$ cat config.mk
export PLATFORM = sky130hd
export DESIGN_NAME = load_extend_unit_flat
export DESIGN_NICKNAME = d
export VERILOG_FILES = /design/src/rtl/load_extend_unit_pkg.sv /design/src/rtl/load_extend_unit_if.sv /design/src/rtl/load_extend_unit_field_extend.sv /design/src/rtl/load_extend_unit.sv /design/src/flat_wrapper.sv
export SDC_FILE = /design/constraint.sdc
export NUM_CORES = 1
export LEC_CHECK = 0
export ABC_AREA = 1
export CORE_AREA = 2 2 77 72
export DETAILED_ROUTE_END_ITERATION = 8
export DIE_AREA = 0 0 79 74
export HOLD_SLACK_MARGIN = 0.1
export PLACE_DENSITY_LB_ADDON = 0.12
export SETUP_SLACK_MARGIN = 0.5
export SYNTH_ARGS = -nofsm -noshare
export SYNTH_HDL_FRONTEND = slang
export SYNTH_SLANG_ARGS = --single-unit
$ cat constraint.sdc
create_clock -name clk -period 2.4 [get_ports clk]
set_input_delay 0.48 -clock clk [delete_from_list [all_inputs] [get_ports clk]]
set_output_delay 0.48 -clock clk [all_outputs]
set_load 0.05 [all_outputs]
$ cat src/rtl/load_extend_unit_pkg.sv
// Shared encodings for the load-extend unit: access-size codes, FSM states,
// and the size-to-byte-count helper.
package load_ext_pkg;

    localparam logic [1:0] SZ_BYTE  = 2'd0;
    localparam logic [1:0] SZ_HALF  = 2'd1;
    localparam logic [1:0] SZ_WORD  = 2'd2;
    localparam logic [1:0] SZ_DWORD = 2'd3;

    typedef enum logic [1:0] {
        ST_IDLE    = 2'd0,
        ST_HI_WAIT = 2'd1,
        ST_HOLD    = 2'd2
    } state_e;

    function automatic logic [31:0] field_bytes(input logic [1:0] size);
        return 32'd1 << size;
    endfunction

endpackage

$ cat src/rtl/load_extend_unit_if.sv
// Request/response bundle of the load-extend unit: the slave modport is the
// formatter, the master modport is the memory stage driving it.
interface load_extend_unit_if #(
    parameter int DATA_W = 32
) ();
    localparam int OFF_W = $clog2(DATA_W / 8);

    logic              in_valid;
    logic              in_ready;
    logic [DATA_W-1:0] in_data;
    logic [OFF_W-1:0]  in_offset;
    logic [1:0]        in_size;
    logic              in_signed;
    logic              out_valid;
    logic              out_ready;
    logic [DATA_W-1:0] out_data;
    logic              out_err;

    modport slave (
        input  in_valid, in_data, in_offset, in_size, in_signed, out_ready,
        output in_ready, out_valid, out_data, out_err
    );

    modport master (
        output in_valid, in_data, in_offset, in_size, in_signed, out_ready,
        input  in_ready, out_valid, out_data, out_err
    );
endinterface

$ cat src/rtl/load_extend_unit_field_extend.sv
// Combinational field extractor: shifts a two-word window down by the byte
// offset, keeps the low N bytes and sign- or zero-extends them to DATA_W.
module field_extend
    import load_ext_pkg::*;
#(
    parameter int DATA_W = 32
) (
    input  logic [2*DATA_W-1:0]          window,
    input  logic [$clog2(DATA_W/8)-1:0]  offset,
    input  logic [1:0]                   size,
    input  logic                         is_signed,
    output logic [DATA_W-1:0]            result
);
    localparam int IDX_W = $clog2(DATA_W);

    logic [2*DATA_W-1:0] shifted;
    logic [DATA_W-1:0]   low_word;
    logic [DATA_W-1:0]   ext_mask;
    logic [31:0]         nbits;
    logic [IDX_W-1:0]    msb_idx;
    logic                sign_bit;

    always_comb begin
        shifted  = window >> {offset, 3'b000};
        low_word = shifted[DATA_W-1:0];
        nbits    = field_bytes(size) << 3;
        msb_idx  = IDX_W'(nbits - 32'd1);
        // A full-width (or wider) field leaves the mask empty, so no extension.
        ext_mask = {DATA_W{1'b1}} << nbits;
        sign_bit = is_signed && (nbits < 32'(DATA_W)) && low_word[msb_idx];
        result   = sign_bit ? (low_word | ext_mask) : (low_word & ~ext_mask);
    end

endmodule

$ cat src/rtl/load_extend_unit.sv
// Registered load-data formatter. Define LOAD_EXT_MISALIGN_EN to assemble
// word-straddling loads from two beats; otherwise straddles return an error.
module load_extend_unit
    import load_ext_pkg::*;
#(
    parameter int DATA_W = 32
) (
    input  logic              clk,
    input  logic              rst,
    load_extend_unit_if.slave bus
);
    localparam int BYTES = DATA_W / 8;
    localparam int OFF_W = $clog2(BYTES);

    state_e              state_q, state_d;
    logic [DATA_W-1:0]   out_data_q, out_data_d;
    logic                out_err_q, out_err_d;

    logic                accept;
    logic                illegal;
    logic                straddle;
    logic [31:0]         nbytes;
    logic [31:0]         span;

    logic [2*DATA_W-1:0] fx_window;
    logic [OFF_W-1:0]    fx_offset;
    logic [1:0]          fx_size;
    logic                fx_signed;
    logic [DATA_W-1:0]   fx_result;

`ifdef LOAD_EXT_MISALIGN_EN
    logic [DATA_W-1:0]   lo_q, lo_d;
    logic [OFF_W-1:0]    off_q, off_d;
    logic [1:0]          size_q, size_d;
    logic                sgn_q, sgn_d;
`endif

    assign bus.in_ready  = !rst && (state_q != ST_HOLD || bus.out_ready);
    assign bus.out_valid = (state_q == ST_HOLD);
    assign bus.out_data  = out_data_q;
    assign bus.out_err   = out_err_q;

    assign accept   = bus.in_valid && bus.in_ready;
    assign nbytes   = field_bytes(bus.in_size);
    assign span     = 32'(bus.in_offset) + nbytes;
    assign illegal  = nbytes > 32'(BYTES);
    assign straddle = span > 32'(BYTES);

    always_comb begin
        fx_window = {{DATA_W{1'b0}}, bus.in_data};
        fx_offset = bus.in_offset;
        fx_size   = bus.in_size;
        fx_signed = bus.in_signed;
`ifdef LOAD_EXT_MISALIGN_EN
        // The high beat carries no attributes; use those captured with the low beat.
        if (state_q == ST_HI_WAIT) begin
            fx_window = {bus.in_data, lo_q};
            fx_offset = off_q;
            fx_size   = size_q;
            fx_signed = sgn_q;
        end
`endif
    end

    field_extend #(.DATA_W(DATA_W)) u_field_extend (
        .window    (fx_window),
        .offset    (fx_offset),
        .size      (fx_size),
        .is_signed (fx_signed),
        .result    (fx_result)
    );

    always_comb begin
        state_d    = state_q;
        out_data_d = out_data_q;
        out_err_d  = out_err_q;
`ifdef LOAD_EXT_MISALIGN_EN
        lo_d       = lo_q;
        off_d      = off_q;
        size_d     = size_q;
        sgn_d      = sgn_q;
`endif
        case (state_q)
            ST_HI_WAIT: begin
`ifdef LOAD_EXT_MISALIGN_EN
                if (accept) begin
                    state_d    = ST_HOLD;
                    out_data_d = fx_result;
                    out_err_d  = 1'b0;
                end
`else
                state_d = ST_IDLE;
`endif
            end
            default: begin
                // IDLE, or HOLD being drained: a beat here is always a first beat.
                if (accept) begin
                    state_d    = ST_HOLD;
                    out_data_d = fx_result;
                    out_err_d  = 1'b0;
                    if (illegal) begin
                        out_data_d = '0;
                        out_err_d  = 1'b1;
                    end else if (straddle) begin
`ifdef LOAD_EXT_MISALIGN_EN
                        state_d = ST_HI_WAIT;
                        lo_d    = bus.in_data;
                        off_d   = bus.in_offset;
                        size_d  = bus.in_size;
                        sgn_d   = bus.in_signed;
`else
                        out_data_d = '0;
                        out_err_d  = 1'b1;
`endif
                    end
                end else if (state_q == ST_HOLD && bus.out_ready) begin
                    state_d = ST_IDLE;
                end
            end
        endcase
    end

    always_ff @(posedge clk or posedge rst) begin
        if (rst) begin
            state_q    <= ST_IDLE;
            out_data_q <= '0;
            out_err_q  <= 1'b0;
`ifdef LOAD_EXT_MISALIGN_EN
            lo_q       <= '0;
            off_q      <= '0;
            size_q     <= '0;
            sgn_q      <= 1'b0;
`endif
        end else begin
            state_q    <= state_d;
            out_data_q <= out_data_d;
            out_err_q  <= out_err_d;
`ifdef LOAD_EXT_MISALIGN_EN
            lo_q       <= lo_d;
            off_q      <= off_d;
            size_q     <= size_d;
            sgn_q      <= sgn_d;
`endif
        end
    end

endmodule
$ cat src/flat_wrapper.sv
// flat-port wrapper written by rule: the top's interface ports become plain ports
module load_extend_unit_flat import load_ext_pkg::*;
#(
    parameter int DATA_W = 32
)
  (clk, rst, bus_in_valid, bus_in_data, bus_in_offset, bus_in_size, bus_in_signed, bus_out_ready, bus_in_ready, bus_out_valid, bus_out_data, bus_out_err);
  load_extend_unit_if #(.DATA_W(DATA_W)) bus_i ();
  input  logic clk;
  input  logic rst;
  input wire logic [$bits(bus_i.in_valid)-1:0] bus_in_valid;
  input wire logic [$bits(bus_i.in_data)-1:0] bus_in_data;
  input wire logic [$bits(bus_i.in_offset)-1:0] bus_in_offset;
  input wire logic [$bits(bus_i.in_size)-1:0] bus_in_size;
  input wire logic [$bits(bus_i.in_signed)-1:0] bus_in_signed;
  input wire logic [$bits(bus_i.out_ready)-1:0] bus_out_ready;
  output wire logic [$bits(bus_i.in_ready)-1:0] bus_in_ready;
  output wire logic [$bits(bus_i.out_valid)-1:0] bus_out_valid;
  output wire logic [$bits(bus_i.out_data)-1:0] bus_out_data;
  output wire logic [$bits(bus_i.out_err)-1:0] bus_out_err;
  assign bus_i.in_valid = bus_in_valid;
  assign bus_i.in_data = bus_in_data;
  assign bus_i.in_offset = bus_in_offset;
  assign bus_i.in_size = bus_in_size;
  assign bus_i.in_signed = bus_in_signed;
  assign bus_i.out_ready = bus_out_ready;
  assign bus_in_ready = bus_i.in_ready;
  assign bus_out_valid = bus_i.out_valid;
  assign bus_out_data = bus_i.out_data;
  assign bus_out_err = bus_i.out_err;
  load_extend_unit #(.DATA_W(DATA_W)) u_core (.clk(clk), .rst(rst), .bus(bus_i));
endmodule
==> flow_metrics.tcl <==
set metrics [dict create \
    insertedDiodeCount 0 \
    dp_hpwl_microns 4571 \
    nFillCells 454 \
    synth.distinct_cells 23 \
    synthToLayoutAreaGrowth_pct 60.15 \
    syn_inst 322 \
    min_period_ns 2.018 \
    syn_area_per_cell_sq_um 6.835 \
    async_flop_share 1.000 \
    clk_pin_slew_worst_paths_ns 0.07 \
    critPathKind "in -> reg" \
    finalPower_mw 2.027 \
    drc_errors 0 \
    fin_cells 478 \
    grt_setup_unrepaired "true" \
    cts_buffers 5 \
    ant_nets 0 \
    netlist_area_sq_um 2201 \
    final_area_sq_um 3525 \
    critPathRequiredTime_ns 2.63 \
    reg2reg_slack_ns 0.91 \
    p_comb_frac 0.435 \
    clock-root-buffer "clkbuf_8" \
    grt_start_max_net_pins 38 \
    syn_nets 366 \
    row_count 25 \
    worstSetupEndpointType "register" \
    report.final.slew_viol_count 0 \
    core_sq_um 5067 \
    drtPass1Iterations 5 \
    dp_cells 461 \
    cts_max_level 2 \
    seq_power_share 0.344 \
    worstSetupStartpointType "input port" \
    cts_buffer_depth 2 \
    outcome "finished clean" \
    worst_r2r_path_depth 11 \
    fin_util 0.6956 \
    portBuffers 75 \
    intPower_mw 1.177 \
    grt_usage 0.2364 \
    crit_start "bus_in_size[1]" \
    grt_pass1_vias 2280 \
    place.gp.congestion 0.9042 \
    finalHoldViolCount 0 \
    antenna_found_initial 0 \
    nNetsFinal 454 \
    switching_share 0.4193 \
    cts_hold_buf 0 \
    maxSlewHeadroom 0.6559 \
    netlist_top_cells_count "nand2_1, dfrtp_1, nand3_1, o21ai_0, nor2_1" \
    yosysMostFrequentCell "nand2_1" \
    synth-seq-cells 34 \
    grt_pass1_wl_microns 10610 \
    drive_above_1_share 0.2263 \
    viasPerCell 5.119 \
    cp.arrival_ns 2.25 \
    synth.largest_area_cell "dfrtp_1" \
    worstPathMaxFanout 8 \
    r2r-start "u_core.state_q[1]" \
    cts_num_sinks 34 \
    ys.flop_type "dfrtp_1" \
    cp-endpoint "u_core.bus.out_data[11]" \
    die_h_microns 74 \
    p_leak_nw 1.832 \
    floorplan.initialDensity 0.4343 \
    synthTopCellsByArea "dfrtp_1, nand2_1, nand3_1, o21ai_0, nor2_1" \
    drt_iter0_markers 205 \
    dpl_worst_slack_ns -0.2064 \
    place_area_sq_um 3123 \
    wl_microns 6624 \
    hp-class "reg -> reg" \
    yosysTopAreaCellShare 0.3866 \
    yosys_warnings 0 \
    finalCritPeriodShare 0.8410 \
    grt.overflow.total 0 \
    synth_edf_count 0 \
    die_area_sq_um 5846 \
    wl_per_cell_microns 13.86 \
    cts_tree "yes" \
    multi_input_area_sq_um 1336 \
    seq_area_frac_synth 0.3866 \
    max_freq_mhz 495.4 \
    power.switching_mw 0.8500 \
    r2r-end "u_core.bus.out_data[20]" \
    fin_ws_ns 0.3815 \
    fin_skew_ns 0.006207 \
    setup_violations 0 \
    num_vias 2447 \
    power_density_nw_per_um2 575.2 \
    worst_slew_pin_slew_ns 0.5181 \
    clk_latency_ns 0.29 \
    drv_cap 0 \
    io_pins 76 \
    min-delay-start "u_core.bus.out_data[26]" \
    die_w_microns 79 \
    ir_drop_mv 0.2629 \
    regArea_sq_um 850.8 \
    clock_power_share 0.221 \
]
## final cells by class
class	instances	share of cell area
Timing Repair Buffer	100	0.2882
Multi-Input combinational cell	240	0.3791
Tap cell	67	0.02378
Clock buffer	6	0.02343
Inverter	29	0.04047
Sequential cell	34	0.2414
Clock inverter	2	0.003550
## cells in the final DEF (no fill, tap or decap)
master / count
clkdlybuf4s50_1: 36
o211ai_1: 7
nand2_8: 1
nand3_1: 28
buf_8: 1
clkinv_2: 1
o21a_1: 1
inv_2: 6
buf_16: 2
dfrtp_1: 34
buf_6: 4
nand3_4: 1
nand3_2: 7
nor2_1: 10
nor2_4: 15
inv_12: 1
nand2_1: 117
a21oi_1: 7
clkbuf_8: 6
inv_6: 1
dlygate4sd2_1: 36
clkinvlp_4: 1
buf_12: 4
inv_16: 1
o21ai_1: 1
fa_2: 1
ha_4: 1
buf_4: 16
ha_1: 1
xnor2_2: 1
o21ai_2: 8
nand2_4: 3
clkbuf_16: 1
nor2_2: 5
o21ai_0: 20
inv_1: 20
nand2_2: 5
## power groups by stage
stage | registers, mW | clock network (mW) | logic, mW
4_1_cts | 0.697 | 0.451 | 0.858
3_5_place_dp | 0.711 | 0 | 0.854
2_1_floorplan | 1.00 | 0 | 0.244
3_3_place_gp | 0.709 | 0 | 0.849
6_report | 0.698 | 0.447 | 0.882
5_1_grt | 0.706 | 0.482 | 0.940
## metrics by stage
stage,hold WS [ns],setup TNS [ns]
after floorplan,0.5764,0
after global placement,0.4643,-3.444
after detailed placement,0.4681,-4.678
after CTS,0.4744,0
after global routing,0.4969,0
final,0.4735,0
## timing repair
item                                    4_1_cts  5_1_grt
cloned                                        2        1
setup buffers                                 6        0
gates resized for setup                      85       13
pin swaps                                    16       14
endpoints found under the setup margin       67       32
## registers in the layout, indices dropped and copies added, names as in the netlist
| register | count |
|---|---|
| u_core.state_q | 1 |
| u_core.bus.out_err | 1 |
| u_core.bus.out_data | 32 |
## worst min path at each step
| stage | to | slack, ns | cells after the start |
|---|---|---|---|
| after floorplan | u_core.state_q[1] | 0.58 | 1 |
| after CTS | u_core.bus.out_data[20] | 0.47 | 2 |
| final | u_core.bus.out_data[26] | 0.47 | 2 |
| after global placement | u_core.bus.out_data[23] | 0.46 | 2 |
| after detailed placement | u_core.bus.out_data[20] | 0.47 | 2 |
| after global routing | u_core.bus.out_data[23] | 0.50 | 2 |
## cell families (layout without fill, tap and decap cells)
| group | Yosys count | count (layout) | share of synthesized area |
|---|---|---|---|
| AND/OR/NAND/NOR | 192 | 192 | 0.3775 |
| adder cells (fa/ha/maj) | 3 | 3 | 0.02046 |
| flip-flops | 34 | 34 | 0.3866 |
| XOR/XNOR | 1 | 1 | 0.003980 |
| AO/OA/AOI/OAI | 44 | 44 | 0.1109 |
| buffers and inverters | 48 | 137 | 0.1006 |
## routing by layer
metal | wire length, microns | vias up | track usage
met5 | 0 | - | 0
met4 | 109 | 0 | 0.07663
met3 | 397 | 11 | 0.04126
met2 | 3342 | 92 | 0.4068
met1 | 2775 | 1149 | 0.3075
li1 | - | 1195 | -
## worst max-delay path: stages
cell,delay [ns]
buf_6,0.09
buf_6,0.12
inv_12,0.05
nand2_8,0.05
inv_6,0.05
ha_4,0.12
inv_2,0.03
fa_2,0.52
nand2_2,0.06
nand2_4,0.07
buf_4,0.10
nand2_1,0.07
nor2_4,0.23
nand3_1,0.11
nand2_1,0.08
Power figures use the tool's default switching activity.
